<file path="src/rtl/uart_pkg.sv">
// Shared encodings and width helpers for the UART transmit arbiter
// and related bus arbiters.
package uart_pkg;

  typedef enum logic [1:0] {
    ST_IDLE      = 2'd0,
    ST_SEND      = 2'd1,
    ST_WAIT_ACK  = 2'd2,
    ST_WAIT_DONE = 2'd3
  } state_t;

  // Bits needed to hold any value 0..max_val.
  function automatic int cnt_width(input int max_val);
    return (max_val < 2) ? 1 : $clog2(max_val + 1);
  endfunction

  // Bits needed to index n requesters.
  function automatic int idx_width(input int n);
    return (n < 2) ? 1 : $clog2(n);
  endfunction

endpackage

</file>
<file path="src/rtl/rr_pick.sv">
// Combinational round-robin picker: when locked only the owner may win,
// otherwise the first active request above the pointer (wrapping) wins.
module rr_pick
  import uart_pkg::*;
#(
  parameter int NREQ = 2,
  parameter int PW   = idx_width(NREQ)
) (
  input  logic [NREQ-1:0] req,
  input  logic [PW-1:0]   rr,
  input  logic            lock,
  input  logic [PW-1:0]   owner,
  output logic [NREQ-1:0] pick,
  output logic [PW-1:0]   pick_idx,
  output logic            found
);

  logic [PW-1:0] w_idx;

  always_comb begin
    pick     = '0;
    pick_idx = '0;
    found    = 1'b0;
    w_idx    = '0;
    if (lock) begin
      if (req[owner]) begin
        pick[owner] = 1'b1;
        pick_idx    = owner;
        found       = 1'b1;
      end
    end else begin
      // The pointer's own slot is searched last, giving the previous winner lowest priority.
      for (int k = 1; k <= NREQ; k++) begin
        w_idx = PW'((int'(rr) + k) % NREQ);
        if (!found && req[w_idx]) begin
          pick[w_idx] = 1'b1;
          pick_idx    = w_idx;
          found       = 1'b1;
        end
      end
    end
  end

endmodule

</file>
<file path="src/rtl/uart_tx_arb.sv">
// Message-level round-robin arbiter feeding bytes from NREQ requesters
// into the single rxtx transmit handshake (tx_vld / tx_data / txrdy).
module uart_tx_arb
  import uart_pkg::*;
#(
  parameter int NREQ    = 2,
  parameter int LOCK_TO = 1023,
  parameter int ACK_TO  = 15
) (
  input  logic              clk,
  input  logic              rst_n,
  input  logic [NREQ-1:0]   req_vld,
  input  logic [8*NREQ-1:0] req_data,
  input  logic [NREQ-1:0]   req_last,
  output logic [NREQ-1:0]   req_rdy,
  output logic              tx_vld,
  output logic [7:0]        tx_data,
  input  logic              txrdy,
  output logic [NREQ-1:0]   grant,
  output logic              busy
);

  localparam int PW = idx_width(NREQ);
  localparam int LW = cnt_width(LOCK_TO);
  localparam int AW = cnt_width(ACK_TO);
  localparam logic [LW-1:0] LOCK_LAST = LW'(LOCK_TO - 1);
  localparam logic [AW-1:0] ACK_LAST  = AW'(ACK_TO - 1);

  state_t        r_state;
  logic          r_tx_vld;
  logic [7:0]    r_tx_data;
  logic          r_lock;
  logic [PW-1:0] r_owner;
  logic [PW-1:0] r_rr;
  logic [PW-1:0] r_g;
  logic [LW-1:0] r_lock_cnt;
  logic [AW-1:0] r_ack_cnt;

  logic [NREQ-1:0] w_pick;
  logic [PW-1:0]   w_idx;
  logic            w_found;
  logic [NREQ-1:0] w_rdy;
  logic            w_accept;
  logic [7:0]      w_data;
  logic            w_last;

  rr_pick #(
    .NREQ(NREQ),
    .PW  (PW)
  ) u_pick (
    .req     (req_vld),
    .rr      (r_rr),
    .lock    (r_lock),
    .owner   (r_owner),
    .pick    (w_pick),
    .pick_idx(w_idx),
    .found   (w_found)
  );

  always_comb begin
    w_data = '0;
    w_last = 1'b0;
    for (int i = 0; i < NREQ; i++) begin
      if (w_pick[i]) begin
        w_data = req_data[8*i +: 8];
        w_last = req_last[i];
      end
    end
  end

  // Offer a slot only while the transmitter is idle so no byte is launched into a busy rxtx.
  assign w_rdy    = (r_state == ST_IDLE && txrdy && w_found) ? w_pick : '0;
  assign w_accept = |(w_rdy & req_vld);

  always_ff @(posedge clk or negedge rst_n) begin
    if (!rst_n) begin
      r_state    <= ST_IDLE;
      r_tx_vld   <= 1'b0;
      r_tx_data  <= 8'h00;
      r_lock     <= 1'b0;
      r_owner    <= '0;
      r_rr       <= '0;
      r_g        <= '0;
      r_lock_cnt <= '0;
      r_ack_cnt  <= '0;
    end else begin
      r_tx_vld <= 1'b0;
      case (r_state)
        ST_IDLE: begin
          if (w_accept) begin
            r_tx_data  <= w_data;
            r_g        <= w_idx;
            r_tx_vld   <= 1'b1;
            r_lock_cnt <= '0;
            r_ack_cnt  <= '0;
            r_state    <= ST_SEND;
            if (w_last) begin
              r_lock <= 1'b0;
              r_rr   <= w_idx;
            end else begin
              r_lock  <= 1'b1;
              r_owner <= w_idx;
            end
          end else if (r_lock && !req_vld[r_owner]) begin
            // A stalled owner gives up the lock and counts as the last winner.
            if (r_lock_cnt == LOCK_LAST) begin
              r_lock     <= 1'b0;
              r_rr       <= r_owner;
              r_lock_cnt <= '0;
            end else begin
              r_lock_cnt <= r_lock_cnt + 1'b1;
            end
          end
        end
        ST_SEND: begin
          r_ack_cnt <= '0;
          r_state   <= ST_WAIT_ACK;
        end
        ST_WAIT_ACK: begin
          if (!txrdy || r_ack_cnt == ACK_LAST) begin
            r_state <= ST_WAIT_DONE;
          end else begin
            r_ack_cnt <= r_ack_cnt + 1'b1;
          end
        end
        ST_WAIT_DONE: begin
          if (txrdy) begin
            r_state <= ST_IDLE;
          end
        end
        default: r_state <= ST_IDLE;
      endcase
    end
  end

  assign req_rdy = w_rdy;
  assign tx_vld  = r_tx_vld;
  assign tx_data = r_tx_data;
  assign busy    = (r_state != ST_IDLE) || r_lock;

  always_comb begin
    grant = '0;
    if (r_state != ST_IDLE) begin
      grant = NREQ'(1) << r_g;
    end else if (r_lock) begin
      grant = NREQ'(1) << r_owner;
    end
  end

endmodule

</file>
<file path="config.mk">
export PLATFORM = sky130hd
export DESIGN_NAME = uart_tx_arb
export DESIGN_NICKNAME = d
export VERILOG_FILES = /design/src/rtl/uart_pkg.sv /design/src/rtl/rr_pick.sv /design/src/rtl/uart_tx_arb.sv
export SDC_FILE = /design/constraint.sdc
export NUM_CORES = 1
export LEC_CHECK = 0
export ABC_AREA = 0
export CORE_ASPECT_RATIO = 0.5
export CORE_MARGIN = 3
export CORE_UTILIZATION = 35
export CTS_CLUSTER_DIAMETER = 200
export DETAILED_ROUTE_END_ITERATION = 12
export SETUP_SLACK_MARGIN = 0.2
export SYNTH_ARGS = -nofsm -noshare
export SYNTH_HDL_FRONTEND = slang
export SYNTH_SLANG_ARGS = --single-unit
</file>
<file path="constraint.sdc">
create_clock -name clk -period 2.95 [get_ports clk]
set_clock_uncertainty 0.2 [all_clocks]
set_input_delay 0.59 -clock clk [delete_from_list [all_inputs] [get_ports clk]]
set_output_delay 0.59 -clock clk [all_outputs]
set_load 0.02 [all_outputs]
</file>
==> results of run 1 <==
## metrics by stage
step | hold WS [ns] | total power [mW]
floorplan | 0.09441 | 1.271
global placement | 0.2654 | 1.601
detailed placement | 0.2697 | 1.614
CTS | 0.2853 | 1.945
global route | 0.3084 | 2.067
finish | 0.2790 | 1.916
## Yosys cell counts, types with 2 or more instances
| master | number |
|---|---|
| a211oi_1 | 2 |
| mux2i_1 | 3 |
| o31ai_1 | 2 |
| a22oi_1 | 8 |
| nor2b_1 | 2 |
| dfrtp_1 | 29 |
| nor3_1 | 3 |
| o21ai_0 | 23 |
| nor2_1 | 9 |
| inv_1 | 8 |
| a22o_1 | 6 |
| ha_1 | 8 |
| a21oi_1 | 2 |
| buf_6 | 2 |
| nand2_1 | 22 |
| mux2_2 | 2 |
| nand2b_1 | 2 |
| nand3_1 | 9 |
| nand4_1 | 2 |
| buf_2 | 5 |
| a21o_1 | 6 |
## metal layers
metal	global-route usage	wire, um
met5	0	0
met3	0.03592	132
met1	0.1902	1909
met2	0.2418	1933
met4	0.04486	37
## flip-flops by register name, indices dropped and copies added (netlist names)
signal	count
r_lock_cnt	10
tx_data	8
r_ack_cnt	4
r_state	2
r_g	1
r_lock	1
r_owner	1
r_rr	1
tx_vld	1
## cell type report
cell class	count	area [um2]
Clock buffer	6	72.57
Clock inverter	2	10.01
Fill cell	435	2298
Inverter	9	33.78
Multi-Input combinational cell	134	908.4
Sequential cell	29	725.7
Tap cell	66	82.58
Timing Repair Buffer	46	441.7
## worst max-delay path, stage by stage
cell             delay (ns)
clkdlybuf4s50_1        0.49
inv_2                  0.05
o311a_1                0.35
nand3_1                0.11
inv_1                  0.04
clkdlybuf4s15_1        0.27
## final timing paths
path	from	end	slack (ns)	cells past startpoint
worst max-delay path	req_vld[1]	req_rdy[0]	0.26	6
worst min-delay path	tx_data[1]	tx_data[1]	0.28	2
worst max register to register	r_state[0]	r_state[1]	0.62	8
worst min register to register	tx_data[1]	tx_data[1]	0.28	2
max in group asynchronous	rst_n	r_lock_cnt[8]	1.76	2
min in group asynchronous	rst_n	tx_data[4]	0.49	2
## cells by family after synthesis
logic type	Yosys count	share of synthesized area
buffers and inverters	18	0.05370
and+or+nand+nor	56	0.1567
muxes	6	0.03701
AOI/OAI and AO/OA	64	0.2736
adders and majority gates	8	0.05806
DFF	29	0.4209
## power groups by stage
stage               Clock (mW)  Combinational, mW  Sequential, mW
finish                   0.315              0.954           0.646
CTS                      0.330              0.969           0.646
global route             0.352               1.05           0.666
floorplan                    0              0.600           0.671
global placement             0              0.952           0.649
detailed placement           0              0.962           0.651
## repair_timing
action / 4_1_cts / 5_1_grt
hold buffers: 0 / 0
endpoints found under the setup margin: 4 / 4
gates resized for setup: 3 / 4
==> flow_summary.toml, run 1 <==
[run_status]
status = "completed"

[critical_path]
end_kind = "output port"
arrival_ns = 1.90
worstPathRequired_ns = 2.16
start_kind = "input port"
crit_fanout = 2
critPathKind = "input port to output port"

[floorplanning]
ioPinCount = 37
num_rows = 17
die_h_um = 55.63
die-area_um2 = 5856
die_width_um = 105.3
core_um2 = 4573
initial_utilization = 0.3770

[detailed_routing]
drtIter0Drc = 55
drc_errors = 0
avgRoutedWirePerCell_um = 13.74
num_vias = 1512
wl_mm = 4.012
dr.pass1.iters = 5
viasPerCell = 5.178
drtAntennaViolNets = 0

[clock_network]
clock_tree.root_cell = "clkbuf_8"
cts.clk_slew.worst_paths_ns = 0.06
numCtsBuffers = 5
cts_buffer_depth = 2
cts.sinks = 29
postCtsSetupBuffers = 0
cts_max_level = 2
cts_tree = "yes"
clk_latency_ns = 0.28

[sta]
slew_headroom = 0.6493
tightest_slew_ns = 0.5261
period_needed_ns = 2.689
rsz0062_at_grt = "yes"
setup_viol_count_final = 0
fmax_mhz = 371.9
hold_viol = 0
worst_slack_ns = 0.2614
tns_ns = 0
post-route-period-util = 0.9114
maxSlewViolCount = 0

[global_route]
grt_max_degree = 30
grt_usage = 0.1464
grt_pass1_wl_mm = 7.100
grt_overflow = 0
grt_pass1_vias = 1528
antenna_found_initial = 0

[placed_design]
placed_cell_area_um2 = 2183
pre_cts_ws_ns = 0.02003
gp_congestion = 0.8599
port_buffers = 36
dp_hpwl_mm = 2.957
placedCellCount = 284

[logic_synthesis]
avgSynthCellArea_um2 = 9.526
synthTopCellsByArea = "dfrtp_1 (42%), o21ai_0 (6.7%), ha_1 (5.8%), nand2_1 (4.8%), a22oi_1 (3.5%)"
synth_top_area_cell = "dfrtp_1"
synth_warnings = 0
synth_ff_type = "dfrtp_1"
synth_edf_count = 0
synth_nets = 212
ys_ff_latch = 29
yosysTopAreaCellShare = 0.4209
yosysSeqAreaShare = 0.4209
syn-instance-count = 181
synth_cell_types = 47
syn_area_um2 = 1724
ys_async_sr_fraction = 1.000

[power]
power_switching_mw = 0.7854
powerDensity_nw_per_um2 = 842.2
clockPowerShare = 0.165
power_frac_comb = 0.498
swShare = 0.4100
vdd_ir_drop_max_uv = 266.7
p_leak_nw = 1.028
power_frac_seq = 0.337
p_int_mw = 1.130

[final_layout]
diodes = 0
drive_above_1_share = 0.1283
fin_util = 0.4974
area_growth_pct = 31.93
final_cell_mix = "clkdlybuf4s50_1 (31), dfrtp_1 (29), o21ai_0 (23), nand2_1 (22), buf_4 (10)"
stdcell_count = 292
design_area_um2 = 2275
mostFrequentLayoutCell = "clkdlybuf4s50_1"
fin_nets = 256

[worst_hold_path]
min_path_type = "flip-flop to flip-flop"

[run]
drv_cap = 0
No activity file was read; power rests on OpenSTA's default activity.
==> inputs of run 2 (changes only) <==
- GPL_ROUTABILITY_DRIVEN: unset -> 0
==> results of run 2 <==
Same layout as run 1: the final DEF is identical, and so are final timing and power.
==> inputs of run 3 (changes only) <==
- ABC_CLOCK_PERIOD_IN_PS: unset -> 2950
==> results of run 3 <==
Same layout as run 1: the final DEF is identical, and so are final timing and power.
